[config.mk]
export PLATFORM = sky130hd
export DESIGN_NAME = skid_buf
export DESIGN_NICKNAME = d
export VERILOG_FILES = /design/src/rtl/skid_buf_pkg.sv /design/src/rtl/skid_buf_dffse.sv /design/src/rtl/skid_buf.sv
export SDC_FILE = /design/constraint.sdc
export NUM_CORES = 1
export LEC_CHECK = 0
export BUFFER_PORTS_ARGS = -buffer_cell sky130_fd_sc_hd__buf_2
export CORE_AREA = 2 2 39 41
export CTS_CLUSTER_DIAMETER = 80
export DETAILED_ROUTE_END_ITERATION = 10
export DIE_AREA = 0 0 41 43
export HOLD_SLACK_MARGIN = 0.08
export PLACE_DENSITY_LB_ADDON = 0.05
export SKIP_CTS_REPAIR_TIMING = 1
export SKIP_LAST_GASP = 1
export SLEW_MARGIN = 20
export SYNTH_ARGS = -nofsm -noshare
export SYNTH_HDL_FRONTEND = slang
export SYNTH_HIERARCHICAL = 1
export SYNTH_SLANG_ARGS = --single-unit
[constraint.sdc]
create_clock -name clk -period 2.3 [get_ports clk]
set_clock_uncertainty 0.15 [all_clocks]
set_input_delay 0.23 -clock clk [delete_from_list [all_inputs] [get_ports clk]]
set_output_delay 0.23 -clock clk [all_outputs]
set_load 0.05 [all_outputs]
[src/rtl/skid_buf_pkg.sv]
// Shared types and helpers for the two-entry skid buffer.
package skid_buf_pkg;

    // Occupancy of the slice: 0, 1 or 2 buffered beats.
    typedef enum logic [1:0] {
        SKID_EMPTY = 2'd0,
        SKID_BUSY  = 2'd1,
        SKID_FULL  = 2'd2
    } skid_state_t;

    // Output side has a beat to present.
    function automatic logic skid_has_data(input skid_state_t s);
        return (s == SKID_BUSY) || (s == SKID_FULL);
    endfunction

    // Input side has room for another beat.
    function automatic logic skid_can_accept(input skid_state_t s);
        return (s != SKID_FULL);
    endfunction

endpackage

[src/rtl/skid_buf_dffse.sv]
// Enabled data register with synchronous active-high reset to INIT.
module dffse #(
    parameter int unsigned    W    = 1,
    parameter logic [W-1:0]   INIT = '0
) (
    input  logic         clk,
    input  logic         rst,
    input  logic         en,
    input  logic [W-1:0] d,
    output logic [W-1:0] q
);

    logic [W-1:0] q_q;

    // Reset dominates; otherwise load only when enabled.
    always_ff @(posedge clk) begin
        if (rst) begin
            q_q <= INIT;
        end else if (en) begin
            q_q <= d;
        end
    end

    assign q = q_q;

endmodule

[src/rtl/skid_buf.sv]
// Two-entry valid/ready register slice. in_rdy, out_vld and out_dat all come
// straight from flops, so no combinational path crosses the slice.
module skid_buf
    import skid_buf_pkg::*;
#(
    parameter int unsigned  W    = 1,
    parameter logic [W-1:0] INIT = '0
) (
    input  logic         clk,
    input  logic         rst,
    input  logic         in_vld,
    input  logic [W-1:0] in_dat,
    output logic         in_rdy,
    output logic         out_vld,
    output logic [W-1:0] out_dat,
    input  logic         out_rdy
);

    skid_state_t  state_q, state_d;
    logic         in_rdy_q, in_rdy_d;
    logic         out_vld_q, out_vld_d;

    logic         in_fire;
    logic         out_fire;

    logic         main_en;
    logic         main_from_skid;
    logic [W-1:0] main_d;
    logic [W-1:0] main_q;

    logic         skid_en;
    logic [W-1:0] skid_q;

    // Handshakes use the registered ready/valid, never out_rdy -> in_rdy.
    assign in_fire  = in_vld & in_rdy_q;
    assign out_fire = out_vld_q & out_rdy;

    // Next-state and register-enable decode.
    always_comb begin
        state_d        = state_q;
        main_en        = 1'b0;
        main_from_skid = 1'b0;
        skid_en        = 1'b0;

        unique case (state_q)
            SKID_EMPTY: begin
                if (in_fire) begin
                    state_d = SKID_BUSY;
                    main_en = 1'b1;
                end
            end
            SKID_BUSY: begin
                if (in_fire && !out_fire) begin
                    // Consumer stalled: park the new beat behind the head.
                    state_d = SKID_FULL;
                    skid_en = 1'b1;
                end else if (!in_fire && out_fire) begin
                    state_d = SKID_EMPTY;
                end else if (in_fire && out_fire) begin
                    main_en = 1'b1;
                end
            end
            SKID_FULL: begin
                // in_rdy is low here, so in_vld cannot fire.
                if (out_fire) begin
                    state_d        = SKID_BUSY;
                    main_en        = 1'b1;
                    main_from_skid = 1'b1;
                end
            end
            default: begin
                state_d = SKID_EMPTY;
            end
        endcase
    end

    // Head register reloads from the skid when draining FULL.
    always_comb begin
        main_d = main_from_skid ? skid_q : in_dat;
    end

    // Flag registers are decoded from next-state so they line up with it.
    always_comb begin
        in_rdy_d  = skid_can_accept(state_d);
        out_vld_d = skid_has_data(state_d);
    end

    // State and handshake flags, synchronous reset to EMPTY.
    always_ff @(posedge clk) begin
        if (rst) begin
            state_q   <= SKID_EMPTY;
            in_rdy_q  <= 1'b1;
            out_vld_q <= 1'b0;
        end else begin
            state_q   <= state_d;
            in_rdy_q  <= in_rdy_d;
            out_vld_q <= out_vld_d;
        end
    end

    dffse #(
        .W    (W),
        .INIT (INIT)
    ) u_main (
        .clk (clk),
        .rst (rst),
        .en  (main_en),
        .d   (main_d),
        .q   (main_q)
    );

    dffse #(
        .W    (W),
        .INIT (INIT)
    ) u_skid (
        .clk (clk),
        .rst (rst),
        .en  (skid_en),
        .d   (in_dat),
        .q   (skid_q)
    );

    assign in_rdy  = in_rdy_q;
    assign out_vld = out_vld_q;
    assign out_dat = main_q;

    // FULL always presents a beat.
    a_full_has_vld: assert property (@(posedge clk) disable iff (rst)
        (state_q == SKID_FULL) |-> out_vld_q);

    // The slice is never both unable to accept and empty.
    a_never_dead: assert property (@(posedge clk) disable iff (rst)
        ({in_rdy_q, out_vld_q} != 2'b00));

endmodule

==> summary.md, run 1 <==
| Metric | Value |
|---|---|
| Synthesized area per cell | `10.3 um2` |
| Beginning of the worst hold path | `in_dat` |
| Slew Viols, Final | `0` |
| CP Data Arrival Time | `1.49 ns` |
| Vias | `246` |
| Max Freq | `685 MHz` |
| Setup tns final | `0 ns` |
| Critical path fanouts, max | `4` |
| FF-to-FF setup slack | `0.84 ns` |
| Initial Util | `0.216` |
| Gr usage total | `0.0724` |
| Area share of the largest cell type after synthesis | `0.402` |
| Clock sinks | `6` |
| Synth Area in Compound Gates | `0.201` |
| Ys Warns | `6` |
| CTS Buf Count | `3` |
| Clk root buf | `clkbuf_4` |
| Layout cells sized above 1 | `0.375` |
| Area of the core | `0.00138 mm2` |
| Crit. Startpoint | `state_q[1]` |
| DRC viols | `0` |
| Slew Limit Headroom | `0.844` |
| Routed WL | `561 um` |
| Worst r2r dst | `out_vld` |
| Status | `complete, no violations` |
| Seq/Total Area, Yosys | `0.402` |
| Syn nets | `35` |
| Routed Antenna Nets | `0` |
| Hold crit path type | `in -> reg` |
| Nets@finish | `48` |
| DRT Pass-1 Iters | `4` |
| Final setup fails | `0` |
| Fraction of synthesized area in multiplexers | `0.117` |
| Count leader, synth | `dfxtp_1` |
| Rows | `14` |
| Worst setup SP type | `flip-flop` |
| Static Leak | `0.160 nW` |
| Reg clk slew, reported paths | `0.04 ns` |
| GR Overflow Total | `0` |
| Die Ht | `43 um` |
| Worst VDD drop | `0.000230 V` |
| Xor/xnor share of the synthesized area | `0` |
| Pwr dens | `783 mW/mm2` |
| Setup ws final | `0.839 ns` |
| Initial antenna violation count | `0` |
| Die ar. | `0.00176 mm2` |
| Synth Area in Simple Gates | `0.238` |
| GP Congestion | `0.682` |
| First-pass GRT wire length | `786 um` |
| Cells on worst reg2reg path | `5` |
| Unrepaired setup endpoints after global routing | `no` |
| Max incr delay on CP | `0.35 ns` |
| Iteration-0 DRC Markers | `4` |
| Main combinational cell family by area after synthesis | `simple AND/OR/NAND/NOR gates` |
| Post-Syn Area | `299 um2` |
| Die W | `41 um` |
| Synth area leaders | `dfxtp_1, a21oi_1, mux2i_1, mux2_4, nor2b_4` |
| I/O Pins | `8` |
| Main synth FF type | `dfxtp_1` |
| Synth Area in Adders | `0.0418` |
| Crit-path cells | `and3b_2, o211ai_1, and2_1, ha_1, nor2_1` |
| Critical R2R Launch | `state_q[1]` |
| Post-synth ARST share | `0` |
| Maximum buffer depth of the clock tree | `2` |
| Critical Path End Type | `flip-flop` |
| Clk Latency, worst-skew pair | `0.24 ns` |
| Place WS | `0.856 ns` |
| ANT cells | `0` |
| Worst path slowest cell | `dfxtp_1` |
| Distinct cell type count after synthesis | `17` |
| Final hold viol count | `0` |
| Vias in the first global route | `222` |
| Setup CP Type | `reg -> reg` |
| Req. time, crit path | `2.33 ns` |
| CTS tree | `done` |
| Layout filler cell count | `154` |
| DR vias/cell | `4.39` |
| Post-synth top cells | `dfxtp_1, a21oi_1, nor2_1` |
| Number of synthesized register bits | `6` |
| Largest net degree at the start of global routing | `7` |
| Tcrit/Tclk final | `0.635` |
| Layout area overhead | `29.3%` |
| I/O Buffers | `7` |
| CTS H-tree depth | `1` |
| Leading area contributor after synthesis | `dfxtp_1` |
| Worst Tran Pin Value | `0.232 ns` |
| Drt wl/cell | `10.0 um` |
| EDFF count, synth | `0` |
| Max-cap violations | `0` |
| Worst setup path endpoint | `out_vld` |
| Final worst path period need | `1.46 ns` |
| Post-synthesis cell count | `29` |
logic make-up (layout without fill, tap and decap cells):
kind of cell | Yosys count | count (layout)
simple gates | 10 | 10
compound gates | 9 | 9
flops | 6 | 6
mux | 3 | 3
fa+ha+maj | 1 | 1
buf+inv | 0 | 11
layout make-up:
class | instances | area [um2] | area share
Timing Repair Buffer | 8 | 45.0 | 0.117
Sequential cell | 6 | 120 | 0.311
Tap cell | 16 | 20.0 | 0.0518
Clock buffer | 3 | 22.5 | 0.0583
Multi-Input combinational cell | 23 | 179 | 0.463
power breakdown:
| group | internal (mW) | switching, mW |
|---|---|---|
| registers | 0.116 | 0.0134 |
| logic | 0.0323 | 0.0474 |
| clock network | 0.0588 | 0.0349 |
routing by layer:
| metal | routed length [um] | vias to the layer above | global-route usage | part of all wire |
|---|---|---|---|---|
| met2 | 253 | 8 | 0.0875 | 0.45 |
| met4 | 5 | 0 | 0.100 | 0.0089 |
| li1 | - | 128 | - | - |
| met5 | 0 | - | 0 | 0 |
| met1 | 253 | 108 | 0.0806 | 0.45 |
| met3 | 48 | 2 | 0.0209 | 0.086 |
stage by stage:
step	hold WS (ns)	std cells	cell area [um2]	power, mW	util
2_1_floorplan	0.147	29	299	0.189	-
3_3_place_gp	0.318	52	354	0.211	0.256
3_5_place_dp	0.319	52	354	0.210	0.256
4_1_cts	0.0590	55	377	0.309	0.272
5_1_grt	0.0999	56	387	0.322	0.279
6_report	0.104	56	387	0.303	0.279
flip-flops by register name, indices dropped and copies added, names as in the netlist:
name / count
u_main/q: 1
state_q: 2
out_vld: 1
u_skid/q: 1
in_rdy: 1
cells in the final DEF (no fill, tap or decap), drive strengths merged, types with 2 or more instances in the layout:
cell type,n
clkbuf,3
dfxtp,6
buf,7
a21oi,4
mux2i,2
nor2,3
and2,2
worst min-delay path by stage:
stage               slack, ns  cells after the start       end
CTS                      0.06                      2   out_vld
global route              0.1                      3  u_skid/q
global placement         0.32                      2   out_vld
detailed placement       0.32                      2   out_vld
finish                   0.10                      3  u_skid/q
floorplan                0.15                      1   out_vld
critical path: cells and delay by family (launching register included):
kind | cells | cell delay (ns)
flops | 1 | 0.35
compound gates | 1 | 0.19
simple gates | 3 | 0.50
fa+ha+maj | 1 | 0.22
Note: power is estimated with default switching activity, not from simulation.
==> inputs of run 2 (changes only) <==
Settings changed: ABC_AREA from default to 1.
Clock period 2.3 ns to 1.4 ns, I/O delays scaled along.
==> summary.md, run 2 <==
| Metric | Value |
|---|---|
| Critical path fanouts, max | `4 (unchanged)` |
| Maximum buffer depth of the clock tree | `2 (unchanged)` |
| Pwr dens | `1170 mW/mm2 (+50%)` |
| Synth Area in Adders | `0.0427 (+0.000894)` |
| Hold crit path type | `in -> reg` |
| Post-Syn Area | `293 um2 (-2.1%)` |
| Gr usage total | `0.0833 (+0.0110)` |
| Static Leak | `0.230 nW (+44%)` |
| Reg clk slew, reported paths | `0.04 ns (about the same)` |
| Switching part of the total | `0.329 (+0.0131)` |
| Worst Hold Depth | `5 (+2)` |
| Worst Tran Pin Value | `0.249 ns (+0.0179 ns)` |
| Largest register FFs | `2 (unchanged)` |
| Layout cells sized above 1 | `0.456 (+0.0811)` |
| Placed Area | `363 um2 (+2.5%)` |
| Fraction of synthesized area in multiplexers | `0 (-0.117)` |
| Area of the core | `0.00138 mm2 (unchanged)` |
| Post-synth ARST share | `0 (unchanged)` |
| Status | `complete, no violations` |
| Vias in the first global route | `226 (+1.8%)` |
| Slew Viols, Final | `0 (unchanged)` |
| Critical R2R Launch | `out_vld` |
| Net Sw Power | `0.166 mW (+73%)` |
| Leading area contributor after synthesis | `dfxtp_1` |
| Clock Power Share | `0.315 (+0.005)` |
| CTS Buf Count | `3 (unchanged)` |
| Sequential Power Share | `0.400 (-0.027)` |
| Max-cap violations | `0 (unchanged)` |
| Rows | `14 (unchanged)` |
| GR Overflow Total | `0 (unchanged)` |
| Worst path slowest cell | `dfxtp_4` |
| Max Freq | `754 MHz (+10%)` |
| Die Ht | `43 um (unchanged)` |
| Die ar. | `0.00176 mm2 (unchanged)` |
| Worst hold path endpoint | `u_skid/q` |
| Post-synthesis cell count | `44 (+52%)` |
| Main synth FF type | `dfxtp_1` |
| EDFF count, synth | `0 (unchanged)` |
| Ys Warns | `6 (unchanged)` |
| Distinct cell type count after synthesis | `9 (-8)` |
| Synth Area in Compound Gates | `0.0171 (-0.184)` |
| Initial Util | `0.212 (-0.00452)` |
| First-pass GRT wire length | `876 um (+11%)` |
| Clk Latency, worst-skew pair | `0.24 ns (about the same)` |
| Clk root buf | `clkbuf_4` |
| Synth area leaders | `dfxtp_1, nand2_1, nor2_2, inv_1, nor2_1` |
| Drt wl/cell | `7.82 um (-22%)` |
| Worst VDD drop | `0.000533 V (+130%)` |
| Non-Filler Instances | `73 (+30%)` |
| Critical Path End Type | `flip-flop` |
| Synth Area in Simple Gates | `0.427 (+0.189)` |
| CTS tree | `done` |
| DRC viols | `0 (unchanged)` |
| Count leader, synth | `nand2_1` |
| Post-route cell area | `429 um2 (+11%)` |
| Post-synth top cells | `nand2_1, inv_1, dfxtp_1` |
| Setup CP Type | `reg -> reg` |
| Req. time, crit path | `1.42 ns (-0.91 ns)` |
| Cells on worst reg2reg path | `6 (+1)` |
| Dpl cells | `68 (+31%)` |
| Seq/Total Area, Yosys | `0.410 (+0.00858)` |
| Most common cell after layout, fill and taps aside | `nand2_1` |
| FF-to-FF setup slack | `0.07 ns (-0.77 ns)` |
| ANT cells | `0 (unchanged)` |
| Largest net degree at the start of global routing | `7 (unchanged)` |
| Final hold viol count | `0 (unchanged)` |
| Initial antenna violation count | `0 (unchanged)` |
| Max incr delay on CP | `0.33 ns (-0.02 ns)` |
| I/O Pins | `8 (unchanged)` |
| Share of total power in combinational logic | `0.285 (+0.022)` |
| Place WS | `0.0458 ns (-0.811 ns)` |
| Setup ws final | `0.0733 ns (-0.766 ns)` |
| Syn nets | `50 (+43%)` |
| Beginning of the worst hold path | `in_dat` |
| Area share of the largest cell type after synthesis | `0.410 (+0.00858)` |
| Biggest register | `state_q` |
| Crit-path cells | `nand2_2, nand2_1, nor2_2, nor2_4, ha_1, nor2_1` |
| Worst setup SP type | `flip-flop` |
| Clock sinks | `6 (unchanged)` |
| Iteration-0 DRC Markers | `2 (-2)` |
| Synthesized area per cell | `6.65 um2 (-35%)` |
| Routed WL | `571 um (+1.8%)` |
| I/O Buffers | `7 (unchanged)` |
| Number of synthesized register bits | `6 (unchanged)` |
| CP Data Arrival Time | `1.35 ns (-0.14 ns)` |
| Vias | `279 (+13%)` |
| Final setup fails | `0 (unchanged)` |
| DRT Pass-1 Iters | `3 (-1)` |
| Final worst path period need | `1.33 ns (-0.134 ns)` |
| Slew Limit Headroom | `0.835 (-0.00914)` |
| P_int | `0.337 mW (+63%)` |
| DR vias/cell | `3.82 (-13%)` |
| CTS H-tree depth | `1 (unchanged)` |
| Die W | `41 um (unchanged)` |
| Main combinational cell family by area after synthesis | `simple AND/OR/NAND/NOR gates` |
| Nets@finish | `65 (+35%)` |
| Xor/xnor share of the synthesized area | `0 (unchanged)` |
| Tcrit/Tclk final | `0.948 (+0.313)` |
| Worst r2r dst | `out_vld` |
| Most frequent cells in the layout | `nand2_1, inv_1, buf_2` |
| Layout area overhead | `46.6%` |
| GP Congestion | `0.737 (+8.1%)` |
| Routed Antenna Nets | `0 (unchanged)` |
-- run 2: cell count changes after synthesis, moves of 2 or more --
| cell | previous run | this run |
|---|---|---|
| inv_1 | 0 | 8 |
| nor2_1 | 3 | 5 |
| and2_1 | 2 | 0 |
| nand2_2 | 0 | 2 |
| nand2_1 | 0 | 14 |
| mux2i_1 | 2 | 0 |
| a21oi_1 | 4 | 1 |
| nor2_2 | 0 | 5 |
| nand3_1 | 0 | 2 |
-- run 2: power groups by stage --
stage	Clock (mW)	Sequential [mW]	Combinational [mW]
2_1_floorplan	0	0.237	0.0574
3_3_place_gp	0	0.201	0.128
3_5_place_dp	0	0.202	0.127
4_1_cts	0.166	0.199	0.128
5_1_grt	0.184	0.204	0.160
6_report	0.159	0.201	0.143
-- run 2: how the worst max path moves through the flow --
stage / start / end / slack, ns / depth (start not counted)
after floorplan: out_vld / out_vld / 0.02 / 7
after global placement: out_vld / out_vld / 0.04 / 7
after detailed placement: out_vld / out_vld / 0.05 / 7
after CTS: out_vld / out_vld / 0.03 / 7
after global routing: out_vld / out_vld / -0.006 / 6
final: out_vld / out_vld / 0.07 / 6
-- run 2: logic make-up (layout without fill, tap and decap cells) --
group           after synthesis  in the layout
compound gates                1              1
fa+ha+maj                     1              1
buf+inv                       8             21
flops                         6              6
simple gates                 28             28
-- run 2: critical path, delay by kind of cell, from the launching register on --
| family | cells | cell delay, ns |
|---|---|---|
| simple gates | 5 | 0.50 |
| fa+ha+maj | 1 | 0.28 |
| flops | 1 | 0.33 |
-- run 2: layout make-up --
type	count	area, um2
clock buffer	3	22.5
fill	152	955
inverter	8	30.0
multi-input combinational	30	168
sequential	6	129
tap	16	20.0
timing repair buffer	10	60.1
-- run 2: metal layers --
metal | routed length, um | part of all wire | up-vias | global-route usage
met4 | 11 | 0.019 | 0 | 0.0600
met3 | 48 | 0.084 | 2 | 0.0785
met2 | 275 | 0.48 | 7 | 0.0938
met5 | 0 | 0 | - | 0
li1 | - | - | 154 | -
met1 | 235 | 0.41 | 116 | 0.0932
-- run 2: per-stage QoR --
step,utilization,setup TNS [ns],power (mW),hold WS [ns]
after CTS,0.278,0,0.493,-0.0150
final,0.310,0,0.503,0.0669
after global routing,0.310,-0.00583,0.548,0.0818
after global placement,0.262,0,0.329,0.239
after floorplan,-,0,0.295,0.0471
after detailed placement,0.262,0,0.329,0.246
